[config.mk]
export PLATFORM = sky130hd
export DESIGN_NAME = seq_control_unit_flat
export DESIGN_NICKNAME = d
export VERILOG_FILES = /design/src/rtl/seq_control_unit_pkg.sv /design/src/rtl/seq_control_unit_if.sv /design/src/rtl/seq_cu_decode.sv /design/src/rtl/seq_control_unit.sv /design/src/flat_wrapper.sv
export SDC_FILE = /design/constraint.sdc
export NUM_CORES = 1
export LEC_CHECK = 0
export ABC_AREA = 1
export CAP_MARGIN = 20
export CORE_MARGIN = 2
export CORE_UTILIZATION = 31
export CTS_BUF_LIST = sky130_fd_sc_hd__clkbuf_16
export DETAILED_ROUTE_END_ITERATION = 7
export MAX_ROUTING_LAYER = met4
export PLACE_DENSITY = 0.84
export SYNTH_ARGS = -nofsm -noshare
export SYNTH_HDL_FRONTEND = slang
export SYNTH_HIERARCHICAL = 1
export SYNTH_SLANG_ARGS = --single-unit
[constraint.sdc]
create_clock -name clk -period 1.9 [get_ports clk]
set_clock_uncertainty 0.15 [all_clocks]
set_input_delay 0.19 -clock clk [delete_from_list [all_inputs] [get_ports clk]]
set_output_delay 0.19 -clock clk [all_outputs]
set_load 0.005 [all_outputs]
[src/rtl/seq_control_unit_pkg.sv]
// Shared definitions for the sequencing control unit: opcode classes, sequencer states,
// opcode constants and the opcode-field classifier used by the decoder.
package seq_cu_defs;

  localparam int OPC_W = 4;

  localparam logic [OPC_W-1:0] OPC_LD   = 4'b1000;
  localparam logic [OPC_W-1:0] OPC_LDI  = 4'b1010;
  localparam logic [OPC_W-1:0] OPC_ST   = 4'b1011;
  localparam logic [OPC_W-1:0] OPC_JUMP = 4'b1100;

  typedef enum logic [2:0] {
    CLS_ALU,
    CLS_LD,
    CLS_LDI,
    CLS_ST,
    CLS_JC,
    CLS_JMP,
    CLS_NOP
  } op_class_e;

  typedef enum logic {
    EX1 = 1'b0,
    EX2 = 1'b1
  } seq_state_e;

  // Lowest bit of the opcode-class field; the Jc/JMP discriminator sits just below it.
  function automatic int opc_lsb(input int ir_w);
    return ir_w - OPC_W;
  endfunction

  function automatic op_class_e classify(input logic [OPC_W-1:0] opc, input logic jmp_bit);
    op_class_e cls;
    if (!opc[OPC_W-1]) begin
      cls = CLS_ALU;
    end else begin
      case (opc)
        OPC_LD:   cls = CLS_LD;
        OPC_LDI:  cls = CLS_LDI;
        OPC_ST:   cls = CLS_ST;
        OPC_JUMP: cls = jmp_bit ? CLS_JMP : CLS_JC;
        default:  cls = CLS_NOP;
      endcase
    end
    return cls;
  endfunction

endpackage

[src/rtl/seq_control_unit_if.sv]
// Bundle between the control unit (master: drives the datapath strobes) and the
// datapath/memory side (slave: supplies IR, flags and memory ready).
interface seq_control_unit_if #(
  parameter int REG_SEL_W  = 2,
  parameter int FLAG_SEL_W = 2,
  parameter int IR_W       = 8
);
  localparam int REG_CNT   = 2 ** REG_SEL_W;
  localparam int NUM_FLAGS = 2 ** FLAG_SEL_W;

  logic [IR_W-1:0]      ir;
  logic [NUM_FLAGS-1:0] flags;
  logic                 mem_rdy;

  logic                 mem_oe;
  logic                 mem_we;
  logic                 d_to_di_oe;
  logic                 ir_we;
  logic                 ip_inc;
  logic                 addr_dp;
  logic                 swap_p;
  logic [REG_CNT-1:0]   we_reg;
  logic [REG_CNT-1:0]   oe_reg_alu;
  logic                 oe_a_d;
  logic                 oe_b_d;
  logic                 we_flags;
  logic                 alu_oe;
  logic                 alu_invert;
  logic                 stall;

  modport master (
    input  ir, flags, mem_rdy,
    output mem_oe, mem_we, d_to_di_oe, ir_we, ip_inc, addr_dp, swap_p,
           we_reg, oe_reg_alu, oe_a_d, oe_b_d, we_flags, alu_oe, alu_invert, stall
  );

  modport slave (
    output ir, flags, mem_rdy,
    input  mem_oe, mem_we, d_to_di_oe, ir_we, ip_inc, addr_dp, swap_p,
           we_reg, oe_reg_alu, oe_a_d, oe_b_d, we_flags, alu_oe, alu_invert, stall
  );
endinterface

[src/rtl/seq_cu_decode.sv]
// Pure combinational instruction decode: opcode class plus the register, flag,
// form and source select fields carried in the instruction LSBs.
module seq_cu_decode
  import seq_cu_defs::*;
#(
  parameter int REG_SEL_W  = 2,
  parameter int FLAG_SEL_W = 2,
  parameter int IR_W       = 8
) (
  input  logic [IR_W-1:0]       ir,
  output op_class_e             cls,
  output logic [REG_SEL_W-1:0]  dst,
  output logic                  alu_form,
  output logic                  st_src,
  output logic                  cond_pol,
  output logic [FLAG_SEL_W-1:0] flag_sel
);
  localparam int OPC_LO = opc_lsb(IR_W);

  assign cls      = classify(ir[IR_W-1:OPC_LO], ir[OPC_LO-1]);
  assign dst      = ir[REG_SEL_W-1:0];
  assign alu_form = ir[REG_SEL_W];
  assign st_src   = ir[0];
  assign cond_pol = ir[FLAG_SEL_W];
  assign flag_sel = ir[FLAG_SEL_W-1:0];
endmodule

[src/rtl/seq_control_unit.sv]
// Two-state instruction sequencer driving the datapath strobes from IR and flags.
// Define SEQ_CU_WAIT_EN to honour mem_rdy (memory wait states, live stall output).
module seq_control_unit
  import seq_cu_defs::*;
#(
  parameter int REG_SEL_W  = 2,
  parameter int FLAG_SEL_W = 2,
  parameter int IR_W       = 8
) (
  input logic                 clk,
  input logic                 rst,
  seq_control_unit_if.master  bus
);
  localparam int REG_CNT = 2 ** REG_SEL_W;

  seq_state_e            state_q, state_d;
  op_class_e             cls;
  logic [REG_SEL_W-1:0]  dst;
  logic                  alu_form, st_src, cond_pol;
  logic [FLAG_SEL_W-1:0] flag_sel;

  logic                  mem_oe_c, mem_we_c, d_to_di_oe_c, ir_we_c, ip_inc_c;
  logic                  addr_dp_c, swap_p_c, oe_a_d_c, oe_b_d_c;
  logic                  we_flags_c, alu_oe_c, alu_invert_c, stall_c, fetch;
  logic [REG_CNT-1:0]    we_reg_c, oe_reg_alu_c;

  seq_cu_decode #(
    .REG_SEL_W (REG_SEL_W),
    .FLAG_SEL_W(FLAG_SEL_W),
    .IR_W      (IR_W)
  ) u_decode (
    .ir      (bus.ir),
    .cls     (cls),
    .dst     (dst),
    .alu_form(alu_form),
    .st_src  (st_src),
    .cond_pol(cond_pol),
    .flag_sel(flag_sel)
  );

  // NOTE: sequential state uses non-blocking assignments so every flop samples pre-edge values.
  always_ff @(posedge clk or negedge rst) begin
    if (!rst) state_q <= EX1;
    else      state_q <= state_d;
  end

  always_comb begin
    // NOTE: every signal written here gets its default first, so no path can infer a latch.
    state_d      = state_q;
    fetch        = 1'b0;
    mem_oe_c     = 1'b1;
    mem_we_c     = 1'b1;
    d_to_di_oe_c = 1'b1;
    ir_we_c      = 1'b1;
    ip_inc_c     = 1'b1;
    addr_dp_c    = 1'b0;
    swap_p_c     = 1'b0;
    we_reg_c     = '1;
    oe_reg_alu_c = '1;
    oe_a_d_c     = 1'b1;
    oe_b_d_c     = 1'b1;
    we_flags_c   = 1'b1;
    alu_oe_c     = 1'b1;
    alu_invert_c = 1'b0;

    case (state_q)
      EX1: begin
        case (cls)
          CLS_ALU: begin
            fetch              = 1'b1;
            we_flags_c         = 1'b0;
            alu_oe_c           = 1'b0;
            oe_reg_alu_c[dst]  = 1'b0;
            if (alu_form) begin
              // Form 1 swaps the operands and always lands the result in A.
              alu_invert_c = 1'b1;
              we_reg_c[0]  = 1'b0;
            end else begin
              we_reg_c[dst] = 1'b0;
            end
          end
          CLS_LD: begin
            fetch         = 1'b1;
            addr_dp_c     = 1'b1;
            mem_oe_c      = 1'b0;
            d_to_di_oe_c  = 1'b0;
            we_reg_c[dst] = 1'b0;
          end
          CLS_LDI: state_d = EX2;
          CLS_ST: begin
            addr_dp_c = 1'b1;
            mem_we_c  = 1'b0;
            if (st_src) oe_b_d_c = 1'b0;
            else        oe_a_d_c = 1'b0;
            state_d   = EX2;
          end
          CLS_JC: begin
            fetch    = 1'b1;
            swap_p_c = bus.flags[flag_sel] ^ cond_pol;
          end
          CLS_JMP: begin
            fetch    = 1'b1;
            swap_p_c = 1'b1;
          end
          default: fetch = 1'b1;
        endcase
      end
      default: begin
        // EX2: LDI takes its immediate from [IP]; both LDI and ST fetch the next opcode.
        fetch   = 1'b1;
        state_d = EX1;
        if (cls == CLS_LDI) begin
          d_to_di_oe_c  = 1'b0;
          we_reg_c[dst] = 1'b0;
        end
      end
    endcase

    if (fetch) begin
      ir_we_c  = 1'b0;
      ip_inc_c = 1'b0;
      mem_oe_c = 1'b0;
    end

`ifdef SEQ_CU_WAIT_EN
    stall_c = (!mem_oe_c || !mem_we_c) && !bus.mem_rdy;
`else
    stall_c = 1'b0;
`endif

    // A stretched memory cycle keeps address/enables but commits nothing.
    if (stall_c) begin
      state_d    = state_q;
      ir_we_c    = 1'b1;
      ip_inc_c   = 1'b1;
      we_reg_c   = '1;
      we_flags_c = 1'b1;
      swap_p_c   = 1'b0;
    end

    // Reset is asynchronous on the outputs too, so the datapath sees idle strobes at once.
    if (!rst) begin
      mem_oe_c     = 1'b1;
      mem_we_c     = 1'b1;
      d_to_di_oe_c = 1'b1;
      ir_we_c      = 1'b1;
      ip_inc_c     = 1'b1;
      addr_dp_c    = 1'b0;
      swap_p_c     = 1'b0;
      we_reg_c     = '1;
      oe_reg_alu_c = '1;
      oe_a_d_c     = 1'b1;
      oe_b_d_c     = 1'b1;
      we_flags_c   = 1'b1;
      alu_oe_c     = 1'b1;
      alu_invert_c = 1'b0;
      stall_c      = 1'b0;
    end
  end

  assign bus.mem_oe     = mem_oe_c;
  assign bus.mem_we     = mem_we_c;
  assign bus.d_to_di_oe = d_to_di_oe_c;
  assign bus.ir_we      = ir_we_c;
  assign bus.ip_inc     = ip_inc_c;
  assign bus.addr_dp    = addr_dp_c;
  assign bus.swap_p     = swap_p_c;
  assign bus.we_reg     = we_reg_c;
  assign bus.oe_reg_alu = oe_reg_alu_c;
  assign bus.oe_a_d     = oe_a_d_c;
  assign bus.oe_b_d     = oe_b_d_c;
  assign bus.we_flags   = we_flags_c;
  assign bus.alu_oe     = alu_oe_c;
  assign bus.alu_invert = alu_invert_c;
  assign bus.stall      = stall_c;
endmodule

[src/flat_wrapper.sv]
// flat-port wrapper written by rule: the top's interface ports become plain ports
module seq_control_unit_flat import seq_cu_defs::*;
#(
  parameter int REG_SEL_W  = 2,
  parameter int FLAG_SEL_W = 2,
  parameter int IR_W       = 8
)
  (clk, rst, bus_ir, bus_flags, bus_mem_rdy, bus_mem_oe, bus_mem_we, bus_d_to_di_oe, bus_ir_we, bus_ip_inc, bus_addr_dp, bus_swap_p, bus_we_reg, bus_oe_reg_alu, bus_oe_a_d, bus_oe_b_d, bus_we_flags, bus_alu_oe, bus_alu_invert, bus_stall);
  seq_control_unit_if #(.REG_SEL_W(REG_SEL_W), .FLAG_SEL_W(FLAG_SEL_W), .IR_W(IR_W)) bus_i ();
  input logic clk;
  input logic rst;
  input wire logic [$bits(bus_i.ir)-1:0] bus_ir;
  input wire logic [$bits(bus_i.flags)-1:0] bus_flags;
  input wire logic [$bits(bus_i.mem_rdy)-1:0] bus_mem_rdy;
  output wire logic [$bits(bus_i.mem_oe)-1:0] bus_mem_oe;
  output wire logic [$bits(bus_i.mem_we)-1:0] bus_mem_we;
  output wire logic [$bits(bus_i.d_to_di_oe)-1:0] bus_d_to_di_oe;
  output wire logic [$bits(bus_i.ir_we)-1:0] bus_ir_we;
  output wire logic [$bits(bus_i.ip_inc)-1:0] bus_ip_inc;
  output wire logic [$bits(bus_i.addr_dp)-1:0] bus_addr_dp;
  output wire logic [$bits(bus_i.swap_p)-1:0] bus_swap_p;
  output wire logic [$bits(bus_i.we_reg)-1:0] bus_we_reg;
  output wire logic [$bits(bus_i.oe_reg_alu)-1:0] bus_oe_reg_alu;
  output wire logic [$bits(bus_i.oe_a_d)-1:0] bus_oe_a_d;
  output wire logic [$bits(bus_i.oe_b_d)-1:0] bus_oe_b_d;
  output wire logic [$bits(bus_i.we_flags)-1:0] bus_we_flags;
  output wire logic [$bits(bus_i.alu_oe)-1:0] bus_alu_oe;
  output wire logic [$bits(bus_i.alu_invert)-1:0] bus_alu_invert;
  output wire logic [$bits(bus_i.stall)-1:0] bus_stall;
  assign bus_i.ir = bus_ir;
  assign bus_i.flags = bus_flags;
  assign bus_i.mem_rdy = bus_mem_rdy;
  assign bus_mem_oe = bus_i.mem_oe;
  assign bus_mem_we = bus_i.mem_we;
  assign bus_d_to_di_oe = bus_i.d_to_di_oe;
  assign bus_ir_we = bus_i.ir_we;
  assign bus_ip_inc = bus_i.ip_inc;
  assign bus_addr_dp = bus_i.addr_dp;
  assign bus_swap_p = bus_i.swap_p;
  assign bus_we_reg = bus_i.we_reg;
  assign bus_oe_reg_alu = bus_i.oe_reg_alu;
  assign bus_oe_a_d = bus_i.oe_a_d;
  assign bus_oe_b_d = bus_i.oe_b_d;
  assign bus_we_flags = bus_i.we_flags;
  assign bus_alu_oe = bus_i.alu_oe;
  assign bus_alu_invert = bus_i.alu_invert;
  assign bus_stall = bus_i.stall;
  seq_control_unit #(.REG_SEL_W(REG_SEL_W), .FLAG_SEL_W(FLAG_SEL_W), .IR_W(IR_W)) u_core (.clk(clk), .rst(rst), .bus(bus_i));
endmodule
=== Word-level counts from Yosys, hierarchy flattened ===
Index checks and enable logic that the tools add are counted.

* Word-level logic and storage cells: 71
* Register bits: 1
* Input port bits: 15
* Output and inout bits: 21

* Order comparisons: 2
* Reduce and logical (&&, ||, !) cells: 4
* Equal/unequal tests: 9
* Muxes and demuxes: 53
* Bitwise logic cells: 2

{| class="wikitable"
|+ Operators with widths
! cell !! number
|-
| $mux W1 || 40
|-
| $mux W4 || 6
|-
| $eq A4 B4 Y1 const B || 4
|-
| $pmux W3 S4 || 1
|-
| $pmux W4 S2 || 1
|-
| $eq A3 B2 Y1 const B || 2
|-
| $eq A3 B3 Y1 const B || 2
|-
| $mux W3 || 2
|-
| $not A4 Y4 || 1
|-
| $reduce_or A2 Y1 || 2
|-
| $eq A3 B1 Y1 const B || 1
|-
| $logic_not A3 Y1 || 1
|-
| $lt A2 B3 Y1 const B || 1
|-
| $bmux W1 S2 || 1
|-
| $demux W1 S2 || 1
|-
| $ge A2 B1 Y1 const B || 1
|-
| $pmux W1 S2 || 1
|-
| $logic_and A1 B1 Y1 || 1
|-
| $xor A1 B1 Y1 || 1
|}

=== Longest topological paths before layout ===
* Depth after elaboration: 9
* Mapped depth: 9
* Gate-level depth less buffers: 8

=== By module ===
The synthesis kept the hierarchy.

{| class="wikitable"
|+ By module, submodules not included
! module !! area an instance (um2) !! times used !! cells each !! sequential area each (um2)
|-
| seq_control_unit || 324.1 || 1 || 65 || 25.0
|-
| seq_cu_decode || 110.1 || 1 || 20 || 0.0
|}

=== Worst setup path before layout ===
OpenSTA, ideal clock, no wires.

* Path type: in2out
* Start: input bus_ir[5]
* End: output bus_ir_we
* Slack: 0.377 ns
* Buffers on the path: 1
* Stages: 6
* Data required time: 1.560 ns
* Arrival time: 1.183 ns
* Cell sequence: inv_2 nand2_1 a21oi_1 nor3_1 or2_2 buf_4

* Cells in the longest elaborated chain, start to end: 9
* Elaborated cells between the ends (all ways): 13

{| class="wikitable"
|+ Ends and longest elaborated chain
! what !! line !! text
|-
| from (decl) || flat_wrapper.sv:12 || <nowiki>input wire logic [$bits(bus_i.ir)-1:0] bus_ir;</nowiki>
|-
| $eq A4 B4 Y1 || seq_control_unit_pkg.sv:37 || <nowiki>case (opc)</nowiki>
|-
| $pmux W3 S4 (*) || seq_control_unit_pkg.sv:37 ||
|-
| $mux W3 (*) || seq_control_unit_pkg.sv:34 || <nowiki>if (!opc[OPC_W-1]) begin</nowiki>
|-
| net u_core.cls[2] || seq_control_unit.sv:17 || <nowiki>op_class_e cls;</nowiki>
|-
| $eq A3 B2 Y1 || seq_control_unit.sv:68 || <nowiki>case (cls)</nowiki>
|-
| $reduce_or A2 Y1 (no source line) (*) || n/a ||
|-
| $mux W1 (*) || seq_control_unit.sv:68 ||
|-
| $mux W1 (*) || seq_control_unit.sv:66 || <nowiki>case (state_q)</nowiki>
|-
| $mux W1 (*) (2 in a row) || n/a ||
|-
| to (decl) || flat_wrapper.sv:18 || <nowiki>output wire logic [$bits(bus_i.ir_we)-1:0] bus_ir_we;</nowiki>
|}

The timed path passes the listed nets; every way through them passes the cells marked *.

=== Worst setup path after layout ===
* Start: input bus_ir[6]
* End: output bus_we_reg[1]

* Cells in the longest elaborated chain, start to end: 7
* Elaborated cells between the ends (all ways): 13

{| class="wikitable"
|+ Ends and longest elaborated chain
! what !! line !! text
|-
| $eq A4 B4 Y1 || seq_control_unit_pkg.sv:37 ||
|-
| $pmux W3 S4 (*) || seq_control_unit_pkg.sv:37 ||
|-
| $mux W3 (*) || seq_control_unit_pkg.sv:34 ||
|-
| net u_core.cls[0] || seq_control_unit.sv:17 ||
|-
| $eq A3 B1 Y1 (tied with other cells) || seq_control_unit.sv:68 ||
|-
| $pmux W4 S2 or $mux W4 (tied branches) || seq_control_unit.sv:68, seq_control_unit.sv:112 ||
|-
| $mux W4 (*) || seq_control_unit.sv:66 ||
|-
| $mux W4 (*) || seq_control_unit.sv:142 || <nowiki>if (!rst) begin</nowiki>
|-
| to (decl) || flat_wrapper.sv:22 || <nowiki>output wire logic [$bits(bus_i.we_reg)-1:0] bus_we_reg;</nowiki>
|}

Marks and branches as above.

==> results <==
-- final timing paths --
path,end,from,slack (ps),cells after the start
max,bus_we_reg[1],bus_ir[6],-20,12
min,u_core/state_q,rst,110,2
max reg2reg,u_core/state_q,u_core/state_q,960,1
min reg2reg,u_core/state_q,u_core/state_q,490,1
max in group asynchronous,u_core/state_q,rst,1370,2
min in group clk,u_core/state_q,u_core/state_q,490,1
-- per-layer routing --
metal	GRT usage [%]	wire, um	vias up
met5	-	0	-
met4	4.516	77	0
met3	1.304	209	8
met2	42.19	1178	54
met1	20.84	706	328
li1	-	-	339
-- cells by family after synthesis --
family                 share of synthesized area (%)
and+or+nand+nor                                51.01
buffers and inverters                          33.72
AOI/OAI and AO/OA                              8.646
DFF                                            5.763
other                                         0.8637
-- through the flow --
stage	utilization (%)	cell area (um2)	setup slack (ps)	total power [mW]
5_1_grt	74.23	965.9	-76.64	0.2446
2_1_floorplan	-	434.2	377.2	0.09963
6_report	74.23	965.9	-23.89	0.2312
3_3_place_gp	62.50	813.3	-443.7	0.1733
3_5_place_dp	62.50	813.3	-549.0	0.1770
4_1_cts	70.58	918.4	-11.95	0.1989
-- what timing repair did --
item / in CTS / in global routing
pin swaps: 7 / 7
endpoints found under the setup margin: 20 / 17
buffers inserted: 7 / 3
gates resized for setup: 59 / 26
-- cell usage after synthesis (2+ instances only) --
cell type,instances,area share (%)
sky130_fd_sc_hd__nor2_1,9,7.8
sky130_fd_sc_hd__or2_2,2,2.9
sky130_fd_sc_hd__nand3_1,9,10
sky130_fd_sc_hd__nand2_1,21,18
sky130_fd_sc_hd__a21oi_1,2,2.3
sky130_fd_sc_hd__inv_1,16,14
sky130_fd_sc_hd__nor3_1,2,2.3
sky130_fd_sc_hd__inv_2,3,2.6
sky130_fd_sc_hd__o21ai_0,2,2.3
sky130_fd_sc_hd__buf_4,10,17
sky130_fd_sc_hd__nor2_2,2,2.9
-- placed cells by master, fill, tap and decap left out, drive strengths merged, types with 2 or more instances in the layout --
| cell | n |
|---|---|
| buf | 26 |
| nand2 | 22 |
| inv | 19 |
| dlygate4sd2 | 14 |
| nor2 | 11 |
| nand3 | 9 |
| clkdlybuf4s50 | 7 |
| clkdlybuf4s15 | 5 |
| clkbuf | 4 |
| nor3 | 3 |
| a21oi | 3 |
| or2 | 3 |
| o21ai | 2 |
-- report_power, final --
| part | internal (mW) | leakage (nW) | switching (mW) |
|---|---|---|---|
| sequential | 0.0232 | 0.0131 | 0.00451 |
| clock | 0 | 0 | 0 |
| combinational | 0.100 | 0.453 | 0.104 |
-- cell type report --
| type | instances | area [um2] |
|---|---|---|
| well taps | 15 | 18.77 |
| flip-flops and latches | 1 | 25.02 |
| repair buffers | 56 | 465.4 |
| multi-input cells | 55 | 385.4 |
| inverters | 19 | 71.32 |
| fillers | 104 | 335.3 |
==> summary.md <==
| Metric | Value |
|---|---|
| Power per cell area | `239.4 nW/um2` |
| Worst hold path class | `in2async` |
| Overall die area | `1716 um2` |
| Cell at the slowest stage of the critical path | `sky130_fd_sc_hd__clkdlybuf4s15_1` |
| Number of antenna violations at the first check in global routing | `0` |
| Setup TNS | `-34.02 ps` |
| Number of antenna diodes | `0` |
| Total standard cell area after synthesis | `434.2 um2` |
| Count of endpoints failing setup in the final report | `2` |
| Routed wire length per instance | `14.87 um` |
| Final critical delay including setup and external delays | `1924 ps` |
| Via/cell ratio | `4.993` |
| Starting utilization of the core area | `33.37%` |
| Crit path max fanout | `3` |
| Vertical die dimension | `41.43 um` |
| Number of flip-flops and latches in the synthesized netlist | `1` |
| Final count of pins violating max slew | `0` |
| Non-filler instance count after layout | `146` |
| Clock slew at the register clock pins of the worst setup and hold paths | `0 ps` |
| Layout area overhead | `122.5%` |
| Cells after Synth | `85` |
| Async set or reset register ratio after synthesis | `100.0%` |
| Layout Nets | `148` |
| Total leakage power | `0.4661 nW` |
| Failing checks | `setup timing` |
| Number of instances in the placed design | `137` |
| Worst path setup slack after routing | `-23.89 ps` |
| Biggest registers after layout | `u_core/state_q (1)` |
| Total length of routed wires | `2.171 mm` |
| Chip Width | `41.43 um` |
| CP Buf/Inv Count | `6` |
| Number of distinct library cells after synthesis | `18` |
| Max-cap violations | `0` |
| Number of synthesis warnings | `6` |
| Top FF cell, synth | `sky130_fd_sc_hd__dfrtp_1` |
| Dominant delay contributor by cell family on the critical path | `buffers and inverters` |
| Syn Nets | `100` |
| Vias in the first global route | `693` |
| Category of the worst setup path capture point | `primary output` |
| Fraction of the cycle the final worst path needs | `101.3%` |
| Row count | `13` |
| Cells along the critical path | `clkdlybuf4s15_1 -> inv_2 -> nand3_2 -> a21oi_4 -> buf_6 -> nor3_4 -> nand2_2 -> buf_6 -> o21ai_4 -> buf_6 -> nand3_2 -> buf_2` |
| Detailed placement HPWL | `1.146 mm` |
| Achievable Freq | `0.5198 GHz` |
| Wire length of the first global-routing pass | `2.815 mm` |
| Number of enable flip-flop cells after synthesis | `0` |
| Crit path top cell by count | `sky130_fd_sc_hd__buf_6` |
| Number of failing hold endpoints at the final stage | `0` |
| Setup crit start kind | `input port` |
| Total global routing overflow | `0` |
| Flip-flop count of the largest register, all copies and words added | `1` |
| Clock latency on the worst-skew pair | `0 ps` |
| Buffers on Ports | `33` |
| Largest net degree at the start of global routing | `7` |
| Total routing resource utilization after global routing | `20.66%` |
| Crit path arrival time | `1580 ps` |
| Slowest stage delay, CP | `210 ps` |
| Mapped Avg Cell Area | `5.108 um2` |
| Outcome | `complete, but fails checks` |
| Required time of the critical path | `1560 ps` |
| Category of the critical setup timing path | `in2out` |
| Max rail drop VDD | `0.0002257 V` |
| Iteration-0 DRC count of the detailed router | `25` |
| Register ranked first by flip-flop count | `u_core/state_q` |
| Residual DRC | `0` |
| Layout cell share with drive strength beyond 1 | `46.56%` |
| Register area share after synthesis | `5.764%` |
| # IOs | `36` |
| Number of detailed-route iterations in the first pass | `4` |
| Area of the core | `1301 um2` |
| RePlAce Congestion | `0.8534` |
| Hold-fix buffers at CTS | `0` |
| Tightest hold margin | `111.4 ps` |
| Final ANT Viol Nets | `0` |
| DR vias | `729` |
(Power assumes the default switching activity.)
